[config.mk]
export PLATFORM = sky130hd
export DESIGN_NAME = ifq
export DESIGN_NICKNAME = d
export VERILOG_FILES = /design/src/rtl/ifq_pkg.sv /design/src/rtl/ifq_line_mem.sv /design/src/rtl/ifq.sv
export SDC_FILE = /design/constraint.sdc
export NUM_CORES = 1
export LEC_CHECK = 0
export BUFFER_PORTS_ARGS = -buffer_cell sky130_fd_sc_hd__buf_2
export CORE_UTILIZATION = 66
export CTS_BUF_LIST = sky130_fd_sc_hd__clkbuf_8
export DETAILED_ROUTE_END_ITERATION = 8
export PLACE_DENSITY = 0.88
export SYNTH_ARGS = -nofsm -noshare
export SYNTH_HDL_FRONTEND = slang
export SYNTH_HIERARCHICAL = 1
export SYNTH_SLANG_ARGS = --single-unit
[constraint.sdc]
create_clock -name clk -period 33.6 [get_ports clk]
set_clock_uncertainty 0.05 [all_clocks]
set_input_delay 1.68 -clock clk [delete_from_list [all_inputs] [get_ports clk]]
set_output_delay 1.68 -clock clk [all_outputs]
set_load 0.05 [all_outputs]
[src/rtl/ifq_pkg.sv]
// rtl/ifq_pkg.sv - shared widths and slot type for the instruction fetch queue
//
// Purpose : constants and the line-slot record used by ifq and ifq_line_mem.
// Contents: INSTR_W, LINE_W, WORDS_PER_LINE, OFFS_W, slot_t {line, base_pc}.
package ifq_pkg;

  localparam int INSTR_W        = 32;
  localparam int LINE_W         = 128;
  localparam int WORDS_PER_LINE = LINE_W / INSTR_W;
  localparam int OFFS_W         = $clog2(WORDS_PER_LINE);

  typedef struct packed {
    logic [LINE_W-1:0]  line;
    logic [INSTR_W-1:0] base_pc;
  } slot_t;

endpackage

[src/rtl/ifq_line_mem.sv]
// rtl/ifq_line_mem.sv - line slot storage with one write port and a word-select read port
//
// Purpose : DEPTH x (line + base PC) register array. Contents are never reset.
// Ports   : clk        in   clock
//           wr_en      in   write slot wr_addr with wr_data
//           wr_addr    in   slot index to write
//           wr_data    in   slot record (line, base_pc)
//           rd_addr    in   slot index to read
//           rd_word    in   word within the read slot
//           rd_instr   out  selected 32-bit word
//           rd_base_pc out  base PC of the read slot
module ifq_line_mem
  import ifq_pkg::*;
#(
  parameter int DEPTH = 4,
  parameter int AW    = $clog2(DEPTH)
) (
  input  logic               clk,
  input  logic               wr_en,
  input  logic [AW-1:0]      wr_addr,
  input  slot_t              wr_data,
  input  logic [AW-1:0]      rd_addr,
  input  logic [OFFS_W-1:0]  rd_word,
  output logic [INSTR_W-1:0] rd_instr,
  output logic [INSTR_W-1:0] rd_base_pc
);

  slot_t r_mem [DEPTH];

  always_ff @(posedge clk) begin
    if (wr_en) begin
      r_mem[wr_addr] <= wr_data;
    end
  end

  slot_t w_rd_slot;

  always_comb begin
    w_rd_slot  = r_mem[rd_addr];
    rd_instr   = w_rd_slot.line[rd_word*INSTR_W +: INSTR_W];
    rd_base_pc = w_rd_slot.base_pc;
  end

endmodule

[src/rtl/ifq.sv]
// rtl/ifq.sv - instruction fetch queue between i_cache and decode
//
// Purpose : fetches 128-bit lines sequentially from the i_cache, buffers
//           DEPTH_LINES of them and hands out one 32-bit instruction per pop.
//           A redirect flushes the queue and restarts fetch at the target.
// Ports   : clk, rst (sync, active-high)
//           jmp_br_valid/jmp_br_addr  in   redirect request and target
//           pc_out/cache_rd_en/cache_abort  out  i_cache request side
//           cache_dout/cache_dout_valid     in   i_cache same-cycle response
//           dout/dout_pc/dout_valid   out  head instruction and its address
//           dout_ready                in   consumer pop
//           full/empty                out  line occupancy status
module ifq
  import ifq_pkg::*;
#(
  parameter int          DEPTH_LINES = 4,
  parameter logic [31:0] PC_RESET    = 32'h0000_0000
) (
  input  logic                clk,
  input  logic                rst,
  input  logic                jmp_br_valid,
  input  logic [31:0]         jmp_br_addr,
  output logic [31:0]         pc_out,
  output logic                cache_rd_en,
  output logic                cache_abort,
  input  logic [LINE_W-1:0]   cache_dout,
  input  logic                cache_dout_valid,
  output logic [INSTR_W-1:0]  dout,
  output logic [31:0]         dout_pc,
  output logic                dout_valid,
  input  logic                dout_ready,
  output logic                full,
  output logic                empty
);

  localparam int AW = $clog2(DEPTH_LINES);
  localparam int RW = AW + OFFS_W;  // rd_ptr = {wrap, slot, word}

  localparam logic [AW:0] WR_ONE = {{AW{1'b0}}, 1'b1};
  localparam logic [RW:0] RD_ONE = {{RW{1'b0}}, 1'b1};

  logic [AW:0]  r_wr_ptr;
  logic [RW:0]  r_rd_ptr;
  logic [31:0]  r_pc;

  logic               w_empty;
  logic               w_full;
  logic               w_rd_en;
  logic               w_push;
  logic               w_pop;
  logic [31:0]        w_pc_line;
  logic [INSTR_W-1:0] w_rd_instr;
  logic [31:0]        w_rd_base_pc;
  slot_t              w_wr_slot;
  logic               w_unused_addr_lsb;

  // Byte offset bits of the target are don't-care: targets are word-aligned.
  assign w_unused_addr_lsb = ^jmp_br_addr[1:0];

  // Occupancy compares whole lines only; the word index never matters here.
  assign w_empty = (r_rd_ptr[RW:OFFS_W] == r_wr_ptr);
  assign w_full  = (r_rd_ptr[RW-1:OFFS_W] == r_wr_ptr[AW-1:0]) &&
                   (r_rd_ptr[RW] != r_wr_ptr[AW]);

  assign w_pc_line = {r_pc[31:4], 4'h0};
  assign w_rd_en   = !w_full && !jmp_br_valid;
  assign w_push    = w_rd_en && cache_dout_valid;
  assign w_pop     = !w_empty && dout_ready && !jmp_br_valid;

  assign w_wr_slot.line    = cache_dout;
  assign w_wr_slot.base_pc = w_pc_line;

  always_ff @(posedge clk) begin
    if (rst) begin
      r_pc     <= PC_RESET;
      r_wr_ptr <= '0;
      r_rd_ptr <= '0;
    end else if (jmp_br_valid) begin
      // Restart at slot 0; the word offset skips the target line's lower words.
      r_pc     <= {jmp_br_addr[31:4], 4'h0};
      r_wr_ptr <= '0;
      r_rd_ptr <= {{(AW+1){1'b0}}, jmp_br_addr[3:2]};
    end else begin
      if (w_push) begin
        r_wr_ptr <= r_wr_ptr + WR_ONE;
        r_pc     <= w_pc_line + 32'd16;
      end
      if (w_pop) begin
        r_rd_ptr <= r_rd_ptr + RD_ONE;
      end
    end
  end

  ifq_line_mem #(
    .DEPTH (DEPTH_LINES),
    .AW    (AW)
  ) u_line_mem (
    .clk        (clk),
    .wr_en      (w_push && !rst),
    .wr_addr    (r_wr_ptr[AW-1:0]),
    .wr_data    (w_wr_slot),
    .rd_addr    (r_rd_ptr[RW-1:OFFS_W]),
    .rd_word    (r_rd_ptr[OFFS_W-1:0]),
    .rd_instr   (w_rd_instr),
    .rd_base_pc (w_rd_base_pc)
  );

  assign pc_out      = w_pc_line;
  assign cache_rd_en = w_rd_en;
  assign cache_abort = jmp_br_valid;
  assign full        = w_full;
  assign empty       = w_empty;
  assign dout_valid  = !w_empty;
  assign dout        = w_empty ? '0 : w_rd_instr;
  assign dout_pc     = w_empty ? 32'h0 :
                       w_rd_base_pc + {{(32-OFFS_W-2){1'b0}}, r_rd_ptr[OFFS_W-1:0], 2'b00};

endmodule

# == Yosys cells after proc, flatten, opt, wreduce, memory -nomap -nowiden ==
# Memory sizes are Yosys's and may differ from the RTL's. A register that Yosys moved wholly into a read port is not among the register bits.
# Cells that the tools add are included.
# totals
input_bits,165
ram_bits,624
wordCells,37
mem_count,1
register_bits,40
# classes
n_eq_ne,3
n_shift,1
muxes,10
add_sub_neg,4
n_reduce_logical,13
# memory_table
memory,words,width,rd,rd_clocked_by_memory_dff,wr,line_no,rtl
u_line_mem.r_mem,4,156,1,1,1,ifq_line_mem.sv:28,slot_t r_mem [DEPTH];
# ops
operator,n
two-way mux 32 bit,4
indexed part select 128 x 8 -> 32 bit,1
adder 32 x 4 -> 32 bit,1
adder 32 x 5 -> 32 bit (second input constant),1
two-way mux 2 bit,4
logical AND 1 bit,6
adder 5 x 1 -> 5 bit (second input constant),1
logical NOT 1 bit,4
nonzero test 2 bit,2
adder 3 x 1 -> 3 bit (second input constant),1
equality test 3 bit,1
equality test 2 bit,1
two-way mux 1 bit,2
OR reduction 2 bit,1
!= test 1 bit,1

# == Depth between registers and ports, before layout ==
# Gate-level depths: netlist of run 1.
# depth
ltp_word,8
depth_mapped,13
depth_no_buf,8

# == Hierarchy ==
# Netlist of run 1, hierarchy kept.
# modules_own_cells
mod,area_per_inst_um2,n_inst,cells_each
ifq_line_mem,23765.3,1,956
ifq,3524.6,1,486

# == Worst setup path after synthesis of run 1 ==
# No wires, ideal clock.
# synth_path
kind,input to register
startpoint,input port jmp_br_valid
endpoint,"memory u_line_mem/r_mem[0][0] (netlist name), enable pin"
cell_stages,4
setup_ns,0.909
t_arrival_ns,13.917
path_slack_ns,18.724
path_cell_list,or2_2 -> buf_1 -> nor2_1 -> nor3b_1
# synth_via
elab_chain_cells,6
# synth_lines
item,line_no,rtl
"start, declared",ifq.sv:21,"input logic jmp_br_valid,"
logical NOT 1 bit,ifq.sv:66,assign w_rd_en = !w_full && !jmp_br_valid;
logical AND 1 bit,ifq.sv:66,
logical AND 1 bit,ifq.sv:67,assign w_push = w_rd_en && cache_dout_valid;
logical AND 1 bit,ifq.sv:99,".wr_en (w_push && !rst),"
two-way mux 1 bit,ifq_line_mem.sv:31,if (wr_en) begin
two-way mux 1 bit (implied by the code),ifq_line_mem.sv:32,r_mem[wr_addr] <= wr_data;
"end, declared",ifq_line_mem.sv:28,
# Every way passes these cells.

# == Final worst setup path of run 1 ==
# layout_path
startpoint,register r_rd_ptr[2]
endpoint,output port dout_pc[28]
# layout_via
elab_chain_cells,2
# layout_lines
item,line_no,rtl
"start, declared",ifq.sv:43,logic [RW:0] r_rd_ptr;
"start signal, assigned",ifq.sv:82,"r_rd_ptr <= {{(AW+1){1'b0}}, jmp_br_addr[3:2]};"
"start signal, assigned",ifq.sv:89,r_rd_ptr <= r_rd_ptr + RD_ONE;
equality test 3 bit,ifq.sv:61,assign w_empty = (r_rd_ptr[RW:OFFS_W] == r_wr_ptr);
two-way mux 32 bit,ifq.sv:115,assign dout_pc = w_empty ? 32'h0 :
"end, declared",ifq.sv:29,"output logic [31:0] dout_pc,"
# Every way passes these cells.

==> results of run 1 <==
[worst max-delay path: stages, from the launching register on]
cell,delay (ps)
dfxtp_4,950
buf_4,770
buf_4,880
mux4_2,500
nand4_4,130
or4_4,600
or4_1,520
a21oi_1,180
buf_2,300
[kinds of logic (layout without fill, tap and decap cells)]
group                      count (synthesis)  in the layout
DFF                                      676            676
and+or+nand+nor                          299            299
AOI/OAI and AO/OA                        169            169
muxes                                    163            163
buffers and inverters                    106            484
xor gates and xnor gates                  22             22
adders and majority gates                  6              6
other                                      1             39
[where the power goes]
group          leakage, nW  switching (mW)  total (mW)  internal, mW
clock network         1.09           0.302       0.616         0.314
registers             6.10          0.0101       0.943         0.933
logic                 3.21          0.0566      0.0828        0.0262
[cell type report]
class	count	area, sq um
clock buffer	105	1450
fill	2202	9870
multi-input combinational	679	6920
sequential	676	19900
tap	532	666
antenna	19	47.5
inverter	16	60.1
clock inverter	82	420
timing repair buffer	281	1460
[final timing paths]
kind	startpoint	end	slack [ps]	cells after the start
hold reg to reg	r_pc[25]$_SDFFE_PP0P_	u_line_mem/r_mem[3][25]$_DFFE_PP_	530	0
hold / removal	r_pc[25]$_SDFFE_PP0P_	u_line_mem/r_mem[3][25]$_DFFE_PP_	530	0
setup reg to reg	r_rd_ptr[3]$_SDFFE_PP0P_	u_line_mem/r_mem[1][133]$_DFFE_PP_	28750	6
setup / recovery	r_rd_ptr[2]$_SDFFE_PP0P_	dout_pc[28]	26250	8
[routing by layer]
metal	wire, um	up-vias	share of wire, %
met5	46	-	0.078
met1	22100	7706	37
met4	1420	8	2.4
met2	30400	791	51
li1	-	6614	-
met3	5240	124	8.9
[Yosys cell counts, types with 3 or more instances]
library cell,instances
nand3_1,31
or3_1,12
and2_1,37
clkbuf_1,43
or4_1,19
nor2_1,41
a21oi_1,28
ha_1,5
nand4b_1,4
nand2_1,71
edfxtp_1,640
nor3_1,12
a311oi_1,11
nand4_1,15
nor4_1,10
nand3b_1,3
o21ai_0,18
xor2_1,10
buf_4,9
mux4_2,160
nor2b_1,3
and4_1,7
and3_1,4
nor3b_1,11
mux2i_1,3
xnor2_1,12
o31a_1,6
buf_2,20
inv_1,16
a211oi_1,6
buf_6,10
o31ai_1,17
buf_1,5
dfxtp_1,36
a22oi_1,64
nand4_2,3
a31oi_1,3
[sequential cells by signal, indices dropped and copies added (netlist names)]
name / cells
r_rd_ptr: 5
u_line_mem/r_mem: 640
r_pc: 28
r_wr_ptr: 3
[layout by cell type (no fill, tap or decap), types with 11 or more instances in the layout]
cell type	instances
or3_1	12
a311oi_1	11
inv_1	50
edfxtp_1	640
buf_2	259
mux4_2	160
nand4_1	15
clkbuf_8	105
nor2_1	39
nand2_1	71
xnor2_1	12
clkinv_1	28
diode_2	19
nor3_1	12
a22oi_1	64
o21ai_0	18
nand3_1	30
buf_4	22
a21oi_1	28
o31ai_1	17
or4_1	19
clkinv_2	14
conb_1	20
dfxtp_1	34
and2_1	36
==> out/qor.csv, run 1 <==
stage,metric,value,unit
outcome,status,"complete, no violations",
layout,share of cells above drive strength 1,32.2,%
routing,DR iter-0 viols,1817,
clock_tree,root buf cell,clkbuf_8,
logic_synthesis,Yosys top cell by area,edfxtp_1,
layout,Final Util,75.8,%
timing,Hold WS,529,ps
layout,fin cells,2390,
floorplan,Core Region,0.0408,sq mm
clock_tree,Max clock buf depth,3,
routing,DRT antenna net count,0,
global_routing,initial antenna violation count,18,
critical_path,WP data required,31870,ps
floorplan,# IOs,266,
logic_synthesis,main flop type after synthesis,edfxtp_1,
layout,Final #Nets,1928,
routing,DRT Wirelength,59.2,mm
logic_synthesis,Yosys top cell area share,70.4,%
place,Area after DPL,0.0290,sq mm
timing,final period utilization,21.9,%
clock_tree,Worst-path clk slew,70,ps
job,max-cap viol count,0,
timing,minimum clock period,7350,ps
pwr,Peak VDD IR,0.0000549,V
pwr,Cell Pwr Density,53.0,mW/mm^2
critical_path,Setup CP Type,flop to output port,
logic_synthesis,Mean Syn Cell Area,18.9,sq um
timing,Fin. Hold Viols,0,
clock_tree,"Hold-fix buffers, CTS",0,
logic_synthesis,YS warnings,6,
floorplan,initial core utilization,66.8,%
routing,Initial DRT Pass Iterations,6,
global_routing,met3 Track Usage GR,6.98,%
floorplan,Die H,205,um
logic_synthesis,synthesis-stage register bit count,676,
timing,max-slew violation count,0,
global_routing,vias in the first global route,15700,
pwr,Leakage,10.4,nW
clock_tree,setup bufs post-CTS,0,
floorplan,site row count,74,
logic_synthesis,Adder-Cell Fraction of Synth Area,0.303,%
min_path,Tightest Hold Check Type,flop to flop,
timing,unrepaired setup endpoints after global routing,false,
timing,Setup TNS,0,ps
global_routing,largest net degree at the start of global routing,76,
global_routing,met1 Use GR,36.7,%
layout,synth-to-layout area growth,13.5,%
logic_synthesis,multiplexer area fraction after synthesis,13.3,%
critical_path,crit path max fanout,49,
global_routing,met2 Track Usage GR,47.9,%
routing,post-DR wirelength/cell,24.8,um
clock_tree,Sink Count,676,
logic_synthesis,leading post-synthesis cells by cell area,"edfxtp_1 (70%), mux4_2 (13%), dfxtp_1 (2.6%)",
global_routing,gr ovfl total,0,
logic_synthesis,simple-gate portion of the synthesized area,6.21,%
pwr,post-layout power,1.64,mW
place,port bufs,259,
floorplan,Die Wd,205,um
timing,Worst slew margin,23.3,%
logic_synthesis,largest family of logic cells by synthesized area,multiplexers,
timing,maximum clock frequency,0.136,GHz
place,Detail Placement HPWL,34.3,mm
critical_path,startpoint types,flop,
critical_path,"Arr. time, crit path",5620,ps
logic_synthesis,cell area after synthesis,0.0273,sq mm
routing,via count,15200,
place,DP Worst Slack,26780,ps
layout,Finished Cell Area,0.0310,sq mm
clock_tree,H-tree depth,3,
global_routing,first-pass GRT wire length,88.5,mm
global_routing,GR Util All Layers,28.6,%
clock_tree,CTS tree,yes,
logic_synthesis,number of flops mapped to enable cells by yosys,640,
logic_synthesis,sequential share of the synthesized area,73.1,%
routing,post-DR vias/cell,6.38,
timing,setup ws final,26250,ps
logic_synthesis,Yosys cell types,64,
critical_path,CP Capture Type,output port,
logic_synthesis,asr flop ratio synth,0,%
timing,Setup-failing EPs final,0,
clock_tree,Inserted Clock Buffers,103,
place,Placer Congestion,0.881,
floorplan,Die ar.,0.0422,sq mm
clock_tree,cts repair resizes,0,
place,placed insts,2184,
logic_synthesis,Compound-Gate Fraction of Synth Area,4.35,%
timing,Tightest Pin Transition,1140,ps
logic_synthesis,xor/xnor share of the synthesized area,0.706,%
global_routing,grt peak-use layer,met2,
clock_tree,clk_lat worst skew,660,ps
logic_synthesis,Synth Instances,1442,
routing,DRC viols,0,
Power figures use the tool's default switching activity.
==> run 2, diff against run 1 <==
--- a/config.mk
+++ b/config.mk
@@ -5,11 +5,12 @@
 export SDC_FILE = /design/constraint.sdc
 export NUM_CORES = 1
 export LEC_CHECK = 0
+export ABC_AREA = 1
 export BUFFER_PORTS_ARGS = -buffer_cell sky130_fd_sc_hd__buf_2
-export CORE_UTILIZATION = 66
+export CORE_UTILIZATION = 62
 export CTS_BUF_LIST = sky130_fd_sc_hd__clkbuf_8
 export DETAILED_ROUTE_END_ITERATION = 8
-export PLACE_DENSITY = 0.88
+export PLACE_DENSITY = 0.82
 export SYNTH_ARGS = -nofsm -noshare
 export SYNTH_HDL_FRONTEND = slang
 export SYNTH_HIERARCHICAL = 1
==> constraint.sdc (replaced) <==
create_clock -name clk -period 6.78 [get_ports clk]
set_clock_uncertainty 0.05 [all_clocks]
set_input_delay 0.339 -clock clk [delete_from_list [all_inputs] [get_ports clk]]
set_output_delay 0.339 -clock clk [all_outputs]
set_load 0.05 [all_outputs]
==> out/qor.csv, run 2 <==
stage,metric,value,unit,change
clock_tree,cts repair resizes,0,,unchanged
layout,"commonest non-fill, non-tap cells in the layout","nand2_1 (929), edfxtp_1 (640), inv_1 (542), nand3_1 (463), buf_2 (259)",,
global_routing,grt peak-use layer,met2,,
timing,Setup TNS,0,ps,unchanged
logic_synthesis,sequential share of the synthesized area,65.2,%,-7.9 points
place,Placer Congestion,0.931,,+5.8%
clock_tree,root buf cell,clkbuf_8,,
clock_tree,setup bufs post-CTS,0,,unchanged
critical_path,CP Capture Type,output port,,
timing,Setup-failing EPs final,0,,unchanged
critical_path,crit path max fanout,72,,+47%
outcome,status,"complete, no violations",,
global_routing,GR Util All Layers,32.9,%,+4.4 points
logic_synthesis,number of flops mapped to enable cells by yosys,640,,unchanged
logic_synthesis,asr flop ratio synth,0,%,unchanged
routing,DRT Wirelength,82.9,mm,+40%
logic_synthesis,Yosys cell types,38,,-41%
logic_synthesis,Mean Syn Cell Area,9.80,sq um,-48%
logic_synthesis,cell area after synthesis,0.0306,sq mm,+12%
critical_path,critical path's slowest cell,buf_4,,
global_routing,initial antenna violation count,14,,-4
floorplan,# IOs,266,,unchanged
layout,max FFs per register,640,,unchanged
routing,DRC viols,0,,unchanged
floorplan,site row count,81,,+9.5%
layout,fin cells,4297,,+80%
floorplan,Core Region,0.0488,sq mm,+20%
logic_synthesis,Yosys top cell by area,edfxtp_1,,
critical_path,"Arr. time, crit path",4750,ps,-870 ps
logic_synthesis,YS warnings,6,,unchanged
layout,synth-to-layout area growth,16.8,%,
place,Detail Placement HPWL,48.0,mm,+40%
layout,"commonest non-fill, non-tap cell in the layout",nand2_1,,
clock_tree,H-tree depth,3,,unchanged
timing,Worst slew margin,23.4,%,+0.11 points
global_routing,met1 Use GR,42.2,%,+5.5 points
critical_path,crit-path cells,buf_4 -> o21ai_0 -> o22ai_1 -> ha_1 -> inv_1 -> fa_1 -> nor2_1 -> inv_1 -> nor2_2 -> nand2_1 -> nor2_2 -> nand2_1 -> nor2_1 -> nor2_1 -> nor2_1 -> buf_2,,
layout,Final #Nets,3717,,+93%
timing,Fin. Hold Viols,0,,unchanged
critical_path,most numerous cell on the critical path,nor2_1,,
logic_synthesis,Synth top cells by count,"nand2_1 (929), edfxtp_1 (640), inv_1 (513)",,
logic_synthesis,Synth Instances,3122,,+120%
timing,Tightest Pin Transition,1150,ps,+5.29 ps
routing,post-DR wirelength/cell,19.3,um,-22%
floorplan,initial core utilization,62.6,%,-4.2 points
job,max-cap viol count,0,,unchanged
logic_synthesis,main flop type after synthesis,edfxtp_1,,
global_routing,gr ovfl total,0,,unchanged
timing,final period utilization,75.9,%,
critical_path,Setup CP Type,flop to output port,,
clock_tree,"Hold-fix buffers, CTS",170,,+170
global_routing,first-pass GRT wire length,126,mm,+42%
global_routing,met3 Track Usage GR,6.98,%,about the same
layout,largest reg by FF count,u_line_mem/r_mem,,
timing,minimum clock period,5140,ps,
routing,via count,24000,,+58%
pwr,Peak VDD IR,0.000170,V,+210%
global_routing,met2 Track Usage GR,53.6,%,+5.8 points
floorplan,Die Wd,224,um,+9.1%
timing,unrepaired setup endpoints after global routing,false,,
clock_tree,Inserted Clock Buffers,104,,+0.97%
layout,biggest regs,"u_line_mem/r_mem: 640 flops, r_pc: 28 flops, r_rd_ptr: 5 flops",,
critical_path,startpoint types,flop,,
routing,DRT antenna net count,0,,unchanged
clock_tree,Sink Count,676,,unchanged
floorplan,Die ar.,0.0502,sq mm,+19%
global_routing,largest net degree at the start of global routing,184,,+140%
pwr,Leakage,15.6,nW,+50%
global_routing,vias in the first global route,23500,,+49%
clock_tree,Worst-path clk slew,70,ps,about the same
critical_path,WP data required,6390,ps,-25480 ps
clock_tree,Max clock buf depth,3,,unchanged
pwr,Cell Pwr Density,235,mW/mm^2,+340%
logic_synthesis,most common cell in the synthesized netlist,nand2_1,,
min_path,Tightest Hold Check Type,input pin to flop,,
floorplan,Die H,224,um,+9.1%
routing,post-DR vias/cell,5.59,,-12%
timing,maximum clock frequency,0.194,GHz,
layout,share of cells above drive strength 1,11.9,%,-20 points
layout,Fillers,3276,,+49%
logic_synthesis,Yosys top cell area share,62.8,%,-7.6 points
critical_path,"Largest stage delay, worst path",800,ps,-150 ps
place,port bufs,259,,unchanged
logic_synthesis,synthesis-stage register bit count,676,,unchanged
timing,max-slew violation count,0,,unchanged
logic_synthesis,leading post-synthesis cells by cell area,"edfxtp_1 (63%), nand2_1 (11%), nand3_1 (7.6%)",,
routing,DR iter-0 viols,2956,,+63%
place,placed insts,3934,,+80%
clock_tree,clk_lat worst skew,680,ps,+20 ps
routing,Initial DRT Pass Iterations,6,,unchanged
clock_tree,CTS tree,yes,,
-- run 2: cell count changes in the layout (fill, tap and decap cells not counted), moves of 19 or more --
cell / before / now
mux4_2: 160 / 0
dlygate4sd3_1: 0 / 170
inv_1: 50 / 542
nand3_1: 30 / 463
o22ai_1: 2 / 32
o21ai_0: 18 / 87
and2_1: 36 / 0
or4_1: 19 / 0
a22oi_1: 64 / 0
nand2_1: 71 / 929
nor2_1: 39 / 161
-- run 2: routing by layer --
| layer | wire length (um) | part of all wire, % |
|---|---|---|
| met4 | 3470 | 4.2 |
| met5 | 81 | 0.098 |
| met1 | 30900 | 37 |
| met3 | 8570 | 10 |
| met2 | 39900 | 48 |
-- run 2: layout make-up --
class,count,area (sq um),share of cell area [%]
inverters,517,1950,5.46
clock buffers,106,1460,4.08
repair buffers,449,3210,8.98
multi-input cells,1798,7890,22.1
clock inverters,77,415,1.16
diodes,10,25.0,0.0700
flip-flops and latches,676,20000,55.8
well taps,664,831,2.32
-- run 2: worst max-delay path, delay by kind of cell (launching register included) --
family          cells  cell delay [ps]
compound gates      2              510
fa+ha+maj           2              660
buf+inv             4             1200
flops               1              700
simple gates        8              960
-- run 2: power by group --
part           switching, mW  leakage, nW  internal (mW)  total [mW]
sequential            0.0568         6.08           4.63        4.68
combinational          0.413         8.46          0.199       0.612
clock                   1.54         1.08           1.57        3.11
-- run 2: metrics by stage --
step / setup WS, ps / hold slack (ps) / utilization, % / instance area (sq um) / power [mW]
finish: 1640 / 235 / 73.2 / 35700 / 8.40
global route: 1210 / 254 / 73.1 / 35700 / 8.65
CTS: 1650 / 168 / 73.1 / 35700 / 8.41
detailed placement: 1980 / 438 / 65.8 / 32100 / 5.28
global placement: 2040 / 421 / 65.8 / 32100 / 5.26
floorplan: -1270 / 358 / - / 30700 / 5.06
-- run 2: path summary, 6_finish.rpt --
path                                                from                                 end  slack [ps]  depth (start not counted)
worst min register to register  r_rd_ptr[4]$_SDFFE_PP0P_            r_rd_ptr[4]$_SDFFE_PP0P_         440                          2
worst min-delay path                        jmp_br_valid               r_pc[14]$_SDFFE_PP0P_         230                          5
worst max-delay path            r_rd_ptr[3]$_SDFFE_PP0P_                         dout_pc[24]        1640                         16
worst max register to register  r_rd_ptr[3]$_SDFFE_PP0P_  u_line_mem/r_mem[3][146]$_DFFE_PP_        2410                          9
-- run 2: cells by family after synthesis --
logic type                 Yosys count  share of synthesized area [%]
AOI/OAI and AO/OA                  152                           2.66
xor gates and xnor gates            18                          0.515
and+or+nand+nor                   1602                           21.9
DFF                                676                           65.2
buffers and inverters              667                           9.42
adders and majority gates            6                          0.270
other                                1                         0.0123
